--- src/rtl/upsp_pkg.sv ---
// Shared definitions for the bicubic upsampling output path.
// Holds the default pixel format, the serialiser width and the output
// raster size, plus a helper that sizes a counter for a given range.
package upsp_pkg;

    localparam int PIXEL_WIDTH    = 24;
    localparam int N_PIX          = 4;
    localparam int DST_IMG_WIDTH  = 3840;
    localparam int DST_IMG_HEIGHT = 2160;

    typedef logic [PIXEL_WIDTH-1:0] pixel_t;

    // Bits needed to count 0..n-1; never less than one bit so that a
    // degenerate range still yields a legal vector.
    function automatic int cnt_w(input int n);
        return (n > 1) ? $clog2(n) : 1;
    endfunction

endpackage

--- src/rtl/upsp_raster_counter.sv ---
// Output raster position tracker.
// Ports:
//   clk, rst_n  core clock, asynchronous active-low reset
//   adv         advance one pixel (output handshake)
//   sof         position is column 0 of row 0
//   eol         position is the last column of a line
//   eof         position is the last column of the last line
module upsp_raster_counter
    import upsp_pkg::*;
#(
    parameter int W = DST_IMG_WIDTH,
    parameter int H = DST_IMG_HEIGHT
) (
    input  logic clk,
    input  logic rst_n,
    input  logic adv,
    output logic sof,
    output logic eol,
    output logic eof
);

    localparam int CW = cnt_w(W);
    localparam int RW = cnt_w(H);

    logic [CW-1:0] col;
    logic [RW-1:0] row;

    // Wrap by explicit compare so non-power-of-two rasters count correctly.
    always_ff @(posedge clk or negedge rst_n) begin
        if (!rst_n) begin
            col <= '0;
            row <= '0;
        end else if (adv) begin
            if (eol) begin
                col <= '0;
                row <= (row == RW'(H-1)) ? '0 : row + 1'b1;
            end else begin
                col <= col + 1'b1;
            end
        end
    end

    assign sof = (col == '0) && (row == '0);
    assign eol = (col == CW'(W-1));
    assign eof = eol && (row == RW'(H-1));

endmodule

--- src/rtl/upsp_axis_video_out.sv ---
// Wide-to-narrow AXI4-Stream video output stage.
// Takes N_PIX pixels per input beat and emits one pixel per beat with
// tuser = start of frame and tlast = end of line. Checks the upstream
// tlast against the locally counted line position.
// Ports:
//   clk, rst_n           core clock, asynchronous active-low reset
//   s_axis_*             wide input stream (pixel 0 in the low bits)
//   m_axis_*             one-pixel-per-beat video stream
//   frame_done           one-cycle pulse after the last pixel of a frame
//   err_eol / err_clr    sticky line-framing mismatch flag and its clear
module upsp_axis_video_out #(
    parameter int PIXEL_WIDTH    = upsp_pkg::PIXEL_WIDTH,
    parameter int N_PIX          = upsp_pkg::N_PIX,
    parameter int IN_DATA_WIDTH  = PIXEL_WIDTH*N_PIX,
    parameter int DST_IMG_WIDTH  = upsp_pkg::DST_IMG_WIDTH,
    parameter int DST_IMG_HEIGHT = upsp_pkg::DST_IMG_HEIGHT
) (
    input  logic                     clk,
    input  logic                     rst_n,
    input  logic                     s_axis_tvalid,
    output logic                     s_axis_tready,
    input  logic [IN_DATA_WIDTH-1:0] s_axis_tdata,
    input  logic                     s_axis_tlast,
    output logic                     m_axis_tvalid,
    input  logic                     m_axis_tready,
    output logic [PIXEL_WIDTH-1:0]   m_axis_tdata,
    output logic                     m_axis_tuser,
    output logic                     m_axis_tlast,
    output logic                     frame_done,
    output logic                     err_eol,
    input  logic                     err_clr
);

    localparam int IW = upsp_pkg::cnt_w(N_PIX);
    localparam int CW = upsp_pkg::cnt_w(DST_IMG_WIDTH);

    logic [N_PIX-1:0][PIXEL_WIDTH-1:0] hold;
    logic                              hold_v;
    logic [IW-1:0]                     idx;
    logic                              rdy_en;   // keeps tready low through reset and its first clock
    logic [CW-1:0]                     in_col;   // raster column of the next input beat's pixel 0

    logic hs_in, hs_out, last_px, exp_last;
    logic sof, eol, eof;

    assign last_px = (idx == IW'(N_PIX-1));
    assign hs_out  = hold_v & m_axis_tready;

    // Reload is allowed in the same cycle the final held pixel leaves.
    assign s_axis_tready = rdy_en & (~hold_v | (hs_out & last_px));
    assign hs_in         = s_axis_tvalid & s_axis_tready;

    assign m_axis_tvalid = hold_v;
    assign m_axis_tdata  = hold[idx];
    // Flags are qualified by valid so they read 0 while idle / in reset.
    assign m_axis_tuser  = hold_v & sof;
    assign m_axis_tlast  = hold_v & eol;

    // An input beat is line-final when its first pixel lands at W-N_PIX.
    // Tracked on the input side so reloads during the last output pixel
    // of the previous beat need no look-ahead on the output counters.
    assign exp_last = (in_col == CW'(DST_IMG_WIDTH-N_PIX));

    always_ff @(posedge clk or negedge rst_n) begin
        if (!rst_n) begin
            hold       <= '0;
            hold_v     <= 1'b0;
            idx        <= '0;
            rdy_en     <= 1'b0;
            in_col     <= '0;
            frame_done <= 1'b0;
            err_eol    <= 1'b0;
        end else begin
            rdy_en     <= 1'b1;
            frame_done <= hs_out & eof;

            if (hs_in) begin
                hold   <= s_axis_tdata;
                hold_v <= 1'b1;
                idx    <= '0;
                in_col <= exp_last ? '0 : in_col + CW'(N_PIX);
            end else if (hs_out) begin
                if (last_px) begin
                    idx    <= '0;
                    hold_v <= 1'b0;
                end else begin
                    idx <= idx + 1'b1;
                end
            end

            // Set wins over clear; counters are never resynchronised.
            if (hs_in && (s_axis_tlast != exp_last))
                err_eol <= 1'b1;
            else if (err_clr)
                err_eol <= 1'b0;
        end
    end

    upsp_raster_counter #(
        .W (DST_IMG_WIDTH),
        .H (DST_IMG_HEIGHT)
    ) u_raster (
        .clk   (clk),
        .rst_n (rst_n),
        .adv   (hs_out),
        .sof   (sof),
        .eol   (eol),
        .eof   (eof)
    );

endmodule

--- config.mk ---
export PLATFORM = sky130hd
export DESIGN_NAME = upsp_axis_video_out
export DESIGN_NICKNAME = d
export VERILOG_FILES = /design/src/rtl/upsp_pkg.sv /design/src/rtl/upsp_raster_counter.sv /design/src/rtl/upsp_axis_video_out.sv
export SDC_FILE = /design/constraint.sdc
export NUM_CORES = 1
export LEC_CHECK = 0
export CORE_MARGIN = 3
export CORE_UTILIZATION = 53
export CTS_CLUSTER_DIAMETER = 80
export DETAILED_ROUTE_END_ITERATION = 8
export PLACE_DENSITY = 0.94
export SLEW_MARGIN = 20
export SYNTH_ARGS = -nofsm -noshare
export SYNTH_HDL_FRONTEND = slang
export SYNTH_SLANG_ARGS = --single-unit
--- constraint.sdc ---
create_clock -name clk -period 3.25 [get_ports clk]
set_input_delay 0.975 -clock clk [delete_from_list [all_inputs] [get_ports clk]]
set_output_delay 0.975 -clock clk [all_outputs]
set_load 0.03 [all_outputs]
# Yosys cells after proc, flatten, opt, wreduce, memory -nomap -nowiden
# Index checks and enable logic that the tools add are counted.
# totals
reg_bits,138
output_inout_bits,30
# op_classes
n_addsub,4
n_lt_le_gt_ge,1
n_eq_ne,5
mux,13
bitwise,9
reduce_logical,10
# ops
cell,n
24-bit binary-select mux with 2-bit select,1
"12-bit equality test, second input constant",3
12-bit 2-to-1 mux,3
"12-bit by 1-bit adder with 12-bit output, second input constant",2
12-bit logical NOT,2
24-bit 2-to-1 mux,1
"12-bit by 3-bit adder with 12-bit output, second input constant",1
1-bit AND,7
2-bit 2-to-1 mux,3
2-bit nonzero test,3
1-bit 2-to-1 mux,5
2-bit AND reduction,2
1-bit logical AND,3
"2-bit by 3-bit less-than comparator with 1-bit output, second input constant",1
"2-bit by 1-bit adder with 2-bit output, second input constant",1
"2-bit equality test, second input constant",1
1-bit inequality test,1
1-bit NOT,1
1-bit OR,1

# Depth between registers and ports, before layout
# depth
word_depth,7
mapped_depth,7

# Hierarchy
# Synthesis repeated with hierarchy kept, for this count alone.
# hier_totals
cells_unflattened,666
hier_area_um2,6337.3
# modules_own_cells
module,n_inst,cells_per_inst,area_per_inst_um2,seq_area_each_um2
upsp_axis_video_out,1,513,4914.7,2802.7
upsp_raster_counter,1,153,1422.6,600.6

# Least setup slack after synthesis
# Ideal clock, no wire load.
# synth_timing
kind,register -> output
start,reg u_raster.row[4]
end,out m_axis_tuser
arrival_time_ns,1.959
setup_slack_ns,0.316
stages_incl_launch_ff,3
path_cell_list,dfrtp_1 -> or4_4 -> nor4_1
# synth_via
elab_chain_cells,3
# synth_rtl
item,line_no,text
start: declaration,upsp_raster_counter.sv:26,logic [RW-1:0] row;
start signal: assignment,upsp_raster_counter.sv:36,row <= (row == RW'(H-1)) ? '0 : row + 1'b1;
12-bit logical NOT,upsp_raster_counter.sv:43,assign sof = (col == '0) && (row == '0);
1-bit logical AND,upsp_raster_counter.sv:43,
1-bit AND,upsp_axis_video_out.sv:56,assign m_axis_tuser = hold_v & sof;
end: declaration,upsp_axis_video_out.sv:27,"output logic m_axis_tuser,"
# No other way between the ends.

# Final worst setup path
# Ends and elaborated chain as after synthesis.

==> key figures <==
Synthesis
  – Mean Syn Cell Area: 9.61 um^2
  – Leading area contributor after synthesis: dfrtp_1
  – EDFF count, synth: 0
  – Post-Syn Area: 6250 um^2
  – Synth area leaders: dfrtp_1 54%, nand2_1 19%, mux4_2 8.7%, clkbuf_1 1.6%, xnor2_1 1.3%
  – Seq cells post-synth: 136
  – Syn Inst Count: 650
  – Sequential area share after synthesis: 0.545
  – Async set or reset register ratio after synthesis: 1.00
  – Synth unique cells: 48
  – Primary FF master, synth: dfrtp_1
  – Mapped Nets: 758
  – Yosys warns: 0
  – Yosys top cell area share: 0.545

Floorplan
  – # IOs: 132
  – Rows: 39
  – Initial Utilization: 0.545
  – Die Y: 115 um
  – Core ar.: 11500 um^2
  – Die footprint: 13100 um^2
  – Die W: 115 um

Clocking
  – Worst-path clk slew: 60 ps
  – Total CTS buffers: 17
  – Cts hold-fix bufs: 0
  – Postcts setup bufs: 0
  – Clk sinks: 136
  – Clk_lat worst skew: 410 ps
  – Clk buf depth: 2
  – H-tree Lvls: 4
  – CTS root buffer: clkbuf_16
  – CTS tree: built

Placement
  – PortBufs: 131
  – Dpl ws: 177 ps
  – Post-detail-place hpwl: 10100 um
  – Routability cong.: 0.848

Setup path
  – Biggest cell delay along the critical path: 570 ps
  – Critical Path AT: 2100 ps
  – Worst Path Buf+Inv: 1
  – Critical Path Start: u_raster.row[4]
  – R2r startpoint: idx[0]
  – Req. time, crit path: 2270 ps
  – Critical path endpoint category: primary output
  – CP max-delay cell: or4_4
  – Kind of critical path: reg2out
  – Critical Path Fanout Max: 6
  – Worst-path cell chain: or4_4 > nor4_1 > dlygate4sd2_1
  – Flop2flop setup slack: 1090 ps
  – Worst Setup Start Kind: flip-flop
  – Top delay family on crit path: simple AND/OR/NAND/NOR gates

Cells and area
  – Area Growth Syn to Fin: 33.6%
  – Share of cells above drive strength 1: 0.104
  – Antenna Diode Count: 0
  – Core Util, Final: 0.728
  – Filler cells: 794
  – Final net count: 888

Outcome
  – Status: complete, no violations

STA
  – Post-Route Skew: 10.3 ps
  – Fin crit share: 0.946
  – Worst Max-Slew Pin Slew: 618 ps
  – FMAX: 0.325 GHz
  – # setup viols final: 0
  – Worst setup margin: 174 ps
  – Crit path time final: 3080 ps
  – Final Max Tran Viols: 0
  – RSZ-0062 raised after global routing: false
  – Slew HR: 0.588
  – Final hold vios: 0
  – Final setup TNS: 0 ps

Global routing
  – GR Layer Usage met1: 0.294
  – Vias in the first global route: 5108
  – Initial antenna violation count: 0
  – Met2 usage: 0.408
  – Global-route usage over all layers: 0.238
  – Routing usage on met3: 0.0603
  – Global-route wire length before repair: 24400 um
  – Layer with the highest usage: met2
  – Largest net degree at the start of global routing: 86
  – Gr ovfl total: 0

Detailed routing
  – Final ANT Viol Nets: 0
  – Vias/cell: 5.36
  – Post-Route WL: 15000 um
  – 1st-iter DRT viols: 348
  – DRC Markers: 0
  – Total number of vias: 5007
  – WL per Instance: 16.0 um
  – 1st-pass router iterations: 5

Hold path
  – Hold path start: hold[62]
  – Hold WC Path Type: reg2reg

Job
  – Maxcap violations: 0

Power and ir drop
  – VDD IR max: 675 uV
  – Pleak: 4.10 nW
  – Pwr per Cell Area: 879 nW/um^2
-- synthesized netlist by cell type (7+ instances only) --
library cell and n:
nand2_1 313, dfrtp_1 136, clkbuf_1 27, mux4_2 24
nor2_1 15, nand3_1 10, a21oi_1 9, inv_1 9
xnor2_1 9, o21ai_0 8, nand4_1 7, nor4_1 7
-- layout by cell type (no fill, tap or decap), types with 8 or more instances in the layout --
| cell type | netlist | routed |
|---|---|---|
| o21ai_0 | 8 | 8 |
| buf_4 | 0 | 8 |
| nor2_1 | 15 | 14 |
| clkbuf_16 | 0 | 17 |
| xnor2_1 | 9 | 9 |
| nand2_1 | 313 | 312 |
| dlygate4sd2_1 | 0 | 18 |
| dfrtp_1 | 136 | 135 |
| clkdlybuf4s50_1 | 0 | 107 |
| nand3_1 | 10 | 10 |
| mux4_2 | 24 | 24 |
| inv_1 | 9 | 9 |
| a21oi_1 | 9 | 9 |
-- worst min-delay path, cell delays in order, from the launching register on --
cell and delay (ps):
dfrtp_1 340, nand2_1 50, nand2_1 60
-- routing by layer --
| layer | wire, um | vias to the layer above |
|---|---|---|
| met5 | 0 | - |
| met4 | 262 | 0 |
| met3 | 877 | 26 |
| met2 | 7730 | 162 |
| met1 | 6130 | 2403 |
| li1 | - | 2416 |
-- repair_timing --
item,in CTS,in global routing
setup endpoints to repair,18,4
endpoints found under the hold margin,0,0
resized for setup,19,4
-- kinds of logic (layout without fill, tap and decap cells) --
kind of cell	Yosys count	count (layout)	share of synthesized area
AND/OR/NAND/NOR	386	386	0.266
flip-flops	136	136	0.545
AO/OA/AOI/OAI	41	41	0.0431
buffers and inverters	40	182	0.0248
multiplexers	25	25	0.0883
XOR/XNOR	15	15	0.0210
adder cells (fa/ha/maj)	6	6	0.0120
other	1	1	0.000600
-- where the power goes --
part	leakage [nW]	internal (W)	switching (W)
Sequential	1.72	0.00232	0.000408
Combinational	2.10	0.00121	0.00151
Clock	0.284	0.00118	0.000704
Total	4.10	0.00472	0.00262
-- path summary, 6_finish.rpt --
path,end,cells past startpoint
max in group asynchronous,u_raster.col[10],2
max,m_axis_tuser,3
min,hold[62],2
min reg2reg,hold[62],2
max reg2reg,hold[65],7
min in group asynchronous,u_raster.row[6],1
-- per-stage QoR --
step	cell area, um^2	cells	hold slack, ps	total power [W]
6_report	8350	935	473	0.00734
5_1_grt	8350	935	501	0.00778
3_5_place_dp	7760	904	459	0.00560
4_1_cts	8340	935	474	0.00741
3_3_place_gp	7760	904	452	0.00547
2_1_floorplan	6250	650	440	0.00448
-- final cells by class --
type | count | area (um^2) | share of cell area
clock inverters | 11 | 124 | 0.0148
inverters | 9 | 33.8 | 0.00405
flip-flops and latches | 136 | 3400 | 0.408
repair buffers | 142 | 1430 | 0.171
clock buffers | 20 | 467 | 0.0559
multi-input cells | 474 | 2710 | 0.325
well taps | 143 | 179 | 0.0214
-- registers in the layout (all words and copies together), names as in the netlist --
name,flops
err_eol,1
frame_done,1
hold,96
idx,2
in_col,10
m_axis_tvalid,1
rdy_en,1
u_raster.col,12
u_raster.row,12
Note: power is estimated with default switching activity, not from simulation.
